## config.mk

```make
export PLATFORM = sky130hd
export DESIGN_NAME = dfii_init_sequencer
export DESIGN_NICKNAME = d
export VERILOG_FILES = /design/src/rtl/dfii_init_sequencer.sv
export SDC_FILE = /design/constraint.sdc
export NUM_CORES = 1
export LEC_CHECK = 0
export BUFFER_PORTS_ARGS = -buffer_cell sky130_fd_sc_hd__buf_4
export CAP_MARGIN = 5
export CORE_ASPECT_RATIO = 1.2
export CORE_MARGIN = 1.5
export CORE_UTILIZATION = 55
export CTS_CLUSTER_SIZE = 40
export DETAILED_ROUTE_END_ITERATION = 8
export GPL_TIMING_DRIVEN = 0
export PLACE_DENSITY = 0.82
export SLEW_MARGIN = 20
export SYNTH_ARGS = -nofsm -noshare
export SYNTH_HDL_FRONTEND = slang
export SYNTH_SLANG_ARGS = --single-unit
```

## constraint.sdc

```tcl
create_clock -name clk -period 3.2 [get_ports clk]
set_input_delay 0.64 -clock clk [delete_from_list [all_inputs] [get_ports clk]]
set_output_delay 0.64 -clock clk [all_outputs]
set_load 0.005 [all_outputs]
```

## src/rtl/dfii_init_sequencer.sv

```systemverilog
// dfii_init_sequencer: replays the DDR3 mode-register/ZQ init table onto the DFII CSRs over Wishbone.
module dfii_init_sequencer #(
  parameter logic [29:0] CSR_BASE      = 30'h2400,
  parameter int          RESET_WAIT    = 35,
  parameter int          DLLK_CYCLES   = 600,
  parameter int          ZQINIT_CYCLES = 600,
  parameter int          ACK_TIMEOUT   = 255
) (
  input  logic        clk,
  input  logic        rst,
  input  logic        start,
  output logic        busy,
  output logic        done,
  output logic        error,
  output logic [4:0]  step,
  output logic [29:0] wb_adr,
  output logic [31:0] wb_dat_w,
  output logic [3:0]  wb_sel,
  output logic        wb_cyc,
  output logic        wb_stb,
  output logic        wb_we,
  input  logic        wb_ack
);
  typedef enum logic [2:0] {IDLE, RST_WAIT, WRITE, GAP, DELAY, DONE, ERROR} state_t;
  localparam logic [2:0] CTL = 3'd0, CMD = 3'd1, ISS = 3'd2, ADR = 3'd3, BAD = 3'd4;
  localparam logic [15:0] RW = 16'(RESET_WAIT);
  localparam logic [15:0] DL = 16'(DLLK_CYCLES);
  localparam logic [15:0] ZQ = 16'(ZQINIT_CYCLES);
  localparam logic [15:0] AT = 16'(ACK_TIMEOUT);
  state_t      state_q, state_d;
  logic [4:0]  step_q, step_d;
  logic [15:0] cnt_q, cnt_d;
  logic [14:0] ent;
  logic        wr;
  // {register offset, data} for each table step
  function automatic logic [14:0] entry(input logic [4:0] s);
    case (s)
      5'd0:  entry = {ADR, 12'h000};
      5'd1:  entry = {BAD, 12'h000};
      5'd2:  entry = {CTL, 12'h00C};
      5'd3:  entry = {CTL, 12'h00E};
      5'd4:  entry = {ADR, 12'h200};
      5'd5:  entry = {BAD, 12'h002};
      5'd6:  entry = {CMD, 12'h00F};
      5'd7:  entry = {ISS, 12'h001};
      5'd8:  entry = {ADR, 12'h000};
      5'd9:  entry = {BAD, 12'h003};
      5'd10: entry = {CMD, 12'h00F};
      5'd11: entry = {ISS, 12'h001};
      5'd12: entry = {ADR, 12'h006};
      5'd13: entry = {BAD, 12'h001};
      5'd14: entry = {CMD, 12'h00F};
      5'd15: entry = {ISS, 12'h001};
      5'd16: entry = {ADR, 12'h320};
      5'd17: entry = {BAD, 12'h000};
      5'd18: entry = {CMD, 12'h00F};
      5'd19: entry = {ISS, 12'h001};
      5'd20: entry = {ADR, 12'h220};
      5'd21: entry = {BAD, 12'h000};
      5'd22: entry = {CMD, 12'h00F};
      5'd23: entry = {ISS, 12'h001};
      5'd24: entry = {ADR, 12'h400};
      5'd25: entry = {BAD, 12'h000};
      5'd26: entry = {CMD, 12'h003};
      5'd27: entry = {ISS, 12'h001};
      default: entry = {CTL, 12'h001};
    endcase
  endfunction
  always_comb begin
    state_d = state_q;
    step_d  = step_q;
    cnt_d   = cnt_q;
    case (state_q)
      IDLE, DONE: if (start) begin
        state_d = RST_WAIT;
        step_d  = '0;
        cnt_d   = RW;
      end
      RST_WAIT: if (cnt_q <= 16'd1) begin
        state_d = WRITE;
        cnt_d   = '0;
      end else cnt_d = cnt_q - 16'd1;
      DELAY: if (cnt_q <= 16'd1) begin
        state_d = WRITE;
        step_d  = step_q + 5'd1;
        cnt_d   = '0;
      end else cnt_d = cnt_q - 16'd1;
      WRITE: if (wb_ack) begin
        state_d = step_q == 5'd28 ? DONE : (step_q == 5'd23 || step_q == 5'd27) ? DELAY : GAP;
        cnt_d   = step_q == 5'd23 ? DL : step_q == 5'd27 ? ZQ : '0;
      end else if (cnt_q + 16'd1 >= AT) state_d = ERROR;
      else cnt_d = cnt_q + 16'd1;
      GAP: begin
        state_d = WRITE;
        step_d  = step_q + 5'd1;
      end
      ERROR: state_d = ERROR;
      default: state_d = IDLE;
    endcase
  end
  always_ff @(posedge clk) begin
    if (rst) begin
      state_q <= IDLE;
      step_q  <= '0;
      cnt_q   <= '0;
    end else begin
      state_q <= state_d;
      step_q  <= step_d;
      cnt_q   <= cnt_d;
    end
  end
  assign ent      = entry(step_q);
  assign wr       = state_q == WRITE;
  assign wb_cyc   = wr;
  assign wb_stb   = wr;
  assign wb_we    = wr;
  assign wb_sel   = wr ? 4'hF : 4'h0;
  assign wb_adr   = wr ? CSR_BASE + 30'(ent[14:12]) : '0;
  assign wb_dat_w = wr ? 32'(ent[11:0]) : '0;
  assign busy     = state_q == RST_WAIT || wr || state_q == GAP || state_q == DELAY;
  assign done     = state_q == DONE;
  assign error    = state_q == ERROR;
  assign step     = step_q;
endmodule

```

### Word-level counts from Yosys, hierarchy flattened

Memories as Yosys holds them, arrays and structs flattened. A register that Yosys moved wholly into a read port is not among the register bits.
Index checks and enable logic that the tools add are counted.

| operators by class | value |
|---|---|
| add/sub/neg operators | 4 |
| reductions and logical operators | 12 |
| multiplexer cells | 22 |
| equal/unequal tests | 14 |
| magnitude comparators | 2 |

Operator list:

| operator | number |
|---|---|
| $mux W16 | 4 |
| $pmux W16 S3 | 1 |
| $mux W10 | 2 |
| $mux W5 | 4 |
| $mux W3 | 6 |
| $add A16 B1 Y16 const B | 1 |
| $ge A16 B8 Y1 const B | 1 |
| $le A16 B1 Y1 const B | 1 |
| $sub A16 B1 Y16 const B | 1 |
| $add A14 B3 Y15 const A | 1 |
| $eq A5 B5 Y1 const B | 3 |
| $mux W15 | 1 |
| $pmux W3 S5 | 1 |
| $pmux W5 S3 | 1 |
| $mux W12 | 1 |
| $eq A3 B3 Y1 const B | 3 |
| $reduce_and A3 Y1 | 3 |
| $eq A3 B2 Y1 const B | 2 |
| $reduce_bool A3 Y1 | 2 |
| $add A5 B1 Y5 const B | 1 |
| $logic_or A1 B1 Y1 | 4 |
| $mux W4 | 1 |
| $ne A2 B2 Y1 const B | 2 |
| $reduce_or A2 Y1 | 2 |
| other kinds (5) | 5 |

| word-level totals | value |
|---|---|
| bits in read-only memories | 352 |
| bits in registers | 24 |
| output and inout port bits | 77 |
| bits of input ports | 4 |
| memories | 1 |

Memories:

| memory | words | width | read ports | clocked after Yosys merged registers in | write ports | RTL line | RTL |
|---|---|---|---|---|---|---|---|
| (no name shown) | 32 | 11 | 1 | 1 | 0 | 37 | `case (s)` |

### Longest topological paths before layout

| depth | value |
|---|---|
| depth in word-level cells | 6 |
| gate-level depth with buffers | 12 |
| depth with buffers taken out | 12 |

### Worst setup path before layout

OpenSTA, ideal clock, no wires.

| timing path | value |
|---|---|
| kind | reg-to-reg |
| start | reg cnt_q[10] |
| end | reg, netlist name ent[1] |
| arrival | 2545 ps |
| path slack | 538 ps |
| path buffers | 1 |
| data required time | 3083 ps |
| cell stages (with the launch flop) | 12 |
| cells stage by stage | dfxtp_1 -> buf_6 -> nor4_4 -> o2111a_1 -> a21oi_2 -> or2_2 -> xnor2_1 -> nand2_1 -> ha_1 -> nor2_1 -> o21ai_0 -> a32o_1 |

| between the ends | value |
|---|---|
| cells in the longest elaborated chain, start to end | 5 |

Ends and longest elaborated chain:

| what | RTL line | RTL |
|---|---|---|
| from (decl) | 32 | `logic [15:0] cnt_q, cnt_d;` |
| from (signal assigned) | 109 | `cnt_q <= cnt_d;` |
| $le A16 B1 Y1 | 83 | `DELAY: if (cnt_q <= 16'd1) begin` |
| $ne A2 B2 Y1 (no source line) | -- |  |
| $reduce_and A3 Y1 (no source line) | -- |  |
| $mux W5 (no source line) (2 in series) | -- |  |

No other way between the ends.
A chain may end at the register's enable or synchronous reset.

### Worst setup path in the final report

| timing path | value |
|---|---|
| start | reg cnt_q[1] |
| end | reg cnt_q[2] |

| between the ends | value |
|---|---|
| cells in the longest elaborated chain, start to end | 4 |

Ends and longest elaborated chain:

| what | RTL line | RTL |
|---|---|---|
| $add A16 B1 Y16 | 91, 92 |  |
| $ge A16 B8 Y1 or $mux W16 (tied branches) | 91 | `end else if (cnt_q + 16'd1 >= AT) state_d = ERROR;` |
| $ne A3 B3 Y1 (no source line) or $mux W16 (tied branches) | -- |  |
| $reduce_and A3 Y1 (no source line) or $pmux W16 S3 (tied branches) | -- |  |

Several ways; a longest one is shown, not always the timed one. The select of a mux whose other input is x is not followed.

==> results.md <==
* Critical Path End Type: flip-flop
* Number of H-tree levels at 2
* Post-synth top flop: dfxtp_1
* CP max stage delay at 570 ps
* Number of antenna violations at the first check in global routing at 0
* CTS tree: done
* Post-synthesis sequential area ratio at 20.9%
* Setup bufs post-CTS at 0
* DP Area at 3860 sq um
* Starting Density at 58.0%
* N_diodes at 0
* Post-route insts no fill at 611
* CP startpoint: cnt_q[1]
* Number of max-cap violations at 0
* Worst-path cell chain: ha_1 > clkbuf_1 > nand4_1 > xnor2_1 > nand3b_1 > a211oi_1 > o31ai_2 > and2_1 > buf_4 > buf_6 > o32ai_1
* Die Height at 88.5 microns
* Worst hold margin at 597 ps
* Critical path type: flip-flop to flip-flop
* Final weighted congestion in routability-driven placement at 0.958
* Global-route wire length before repair at 13.8 mm
* Setup TNS at 0 ps
* Met2 Use GR at 49.6%
* Vias in the first global route at 3038
* Hold buffer count at CTS at 0
* Relative max-transition margin at 49.9%
* Worst VDD drop at 586 uV
* Clock root cell: clkbuf_8
* CTS clk-pin slew, worst paths at 80 ps
* FMAX at 0.327 GHz
* Post-route cell area at 3960 sq um
* Initial drt markers at 291
* Via Count at 3439
* First drt pass iteration count at 6
* Mapped Cells at 444
* Startpoint Class: flip-flop
* Fin nets at 545
* Post-DP HPWL at 6.74 mm
* Number of synthesized flops with an enable pin at 0
* WL final at 8.85 mm
* Critical hold path startpoint: cnt_q[15]
* Met3 global-route usage at 3.99%
* Gr usage total at 26.5%
* Share of cells above drive strength 1 at 24.3%
* Met1 usage at 30.1%
* Reg2Reg Launch Point: cnt_q[1]
* Final setup viols at 0
* CP required at 3390 ps
* Post-route clock skew at 12.6 ps
* Unique masters post-synth at 75
* Hold Crit Class: flip-flop to flip-flop
* I/O Buffers at 31
* Worst-margin pin slew at 746 ps
* GRT Residual Overflow at 0
* Fin. max-slew vios at 0
* CTS Buffer Depth at 2
* Crit path max-delay cell type: a211oi_1
* Final routed DRC violation total at 0
* Final min period at 3060 ps
* Site Rows at 30
* Synth warn at 0
* Synthesized area per cell at 7.55 sq um
* TritonCTS Buffers at 5
* CP delay by family, top: compound AO/OA/AOI/OAI gates
* Die ar. at 6570 sq um
* Post-cts resize count at 0
* Die Wd at 74.3 microns
* Status: finished, final reports clean
* Layer with the highest usage: met2
* Dpl cells at 603
* Tcrit/Tclk final at 95.5%
* Via/cell ratio at 5.63
* Buf/Inv on CP at 3
* Worst-Skew Late Latency at 300 ps
* Post-DRT Antenna Nets at 0
* Number of hold violations in the final report at 0
* Share of flip-flops with an asynchronous set or reset at 0%
* Cell Area, Synth at 3350 sq um
* Clock sink count at 35
* I/O pin count at 81
* CP max FO at 10
* RSZ-0062 raised after global routing: false
* CP Data Arrival Time at 3240 ps
* PD cells at 790 nW/um^2
* Lkg Pwr at 1.79 nW
* Largest net degree at the start of global routing at 13
* Synthesized flop and latch total at 35
* Area grow syn2layout at 18.2%
* DR WL/cell at 14.5 microns
* Core Footprint at 5780 sq um
Yosys cell counts, drive strengths merged (6+ instances only):
| cell type | count | area [sq um] |
|---|---|---|
| buf | 71 | 514 |
| nor2 | 39 | 146 |
| nand2 | 36 | 135 |
| dfxtp | 35 | 701 |
| nand3 | 22 | 110 |
| inv | 19 | 71.3 |
| o21ai | 18 | 101 |
| a21oi | 17 | 88.8 |
| and3 | 12 | 75.1 |
| clkbuf | 12 | 45.0 |
| ha | 11 | 138 |
| o211ai | 11 | 87.6 |
| nor4 | 9 | 92.6 |
| xnor2 | 9 | 78.8 |
| a31oi | 7 | 43.8 |
| nor3 | 7 | 40.0 |
| a211oi | 6 | 45.0 |
| nand4 | 6 | 37.5 |
| nor2b | 6 | 37.5 |
per-layer routing:
layer	vias up	routed length, microns	share of wire, %
li1	1696	-	-
met1	1555	3430	39
met2	149	4680	53
met3	39	517	5.8
met4	0	217	2.5
met5	-	0	0
state kept, by name (all words and copies together), names as in the netlist:
register,cells
cnt_q,16
state_q,3
ent,11
step,5
cell usage in the layout, fill, tap and decap left out, types with 3 or more instances in the layout:
cell type	synthesis	routed
xnor2_1	9	8
or3_1	4	4
nand2_1	36	36
a211oi_1	6	6
or2_2	3	3
a31oi_1	7	7
nor2_1	39	38
nand2b_1	4	4
o22ai_1	5	5
buf_2	9	9
nor4_1	6	6
nand4_1	6	6
a21oi_1	16	16
nor3_1	6	6
o21ai_0	17	17
nand3_1	22	22
o32ai_1	4	4
clkbuf_1	12	13
and3_1	12	12
nor3b_1	4	4
inv_1	18	18
dfxtp_1	35	34
buf_4	59	90
mux2i_1	4	4
ha_1	11	11
o211ai_1	10	10
conb_1	1	49
clkbuf_8	0	5
nor2b_1	6	6
a311oi_1	5	5
o211a_1	5	5
a211o_1	4	4
path summary, 6_finish.rpt:
kind                                  end  slack, ps  cells past startpoint
worst max register to register   cnt_q[2]        140                     11
worst min-delay path            cnt_q[15]        600                      1
worst min register to register  cnt_q[15]        600                      1
worst max-delay path             cnt_q[2]        140                     11
metrics by stage:
step	utilization, %	total power, W	setup slack, ps
after floorplan	-	0.00221	538
after global placement	66.9	0.00267	49.5
after detailed placement	66.9	0.00273	30.8
after CTS	68.3	0.00307	76.0
after global routing	68.5	0.00336	21.0
final	68.5	0.00313	143
where the power goes:
group,internal (W),switching (W),total [W]
logic,0.000837,0.00129,0.00213
registers,0.000547,0.000126,0.000673
clock network,0.000152,0.000174,0.000326
cell families (layout without fill, tap and decap cells):
kind of cell	Yosys count	in the layout	share of synthesized area [%]
simple gates	165	165	26.2
mux	5	5	1.53
flops	35	35	20.9
other cells	1	49	0.112
fa+ha+maj	11	11	4.11
compound gates	115	115	25.8
xor+xnor	10	10	2.61
buf+inv	102	141	18.8
layout make-up:
class	count	area, sq um
inverter	19	71.3
buffer	83	559
clock buffer	6	72.6
timing repair buffer	31	233
clock inverter	2	12.5
multi-input combinational	355	2210
sequential	35	702
fill	549	1820
tap	80	100
Note: power is estimated with default switching activity, not from simulation.
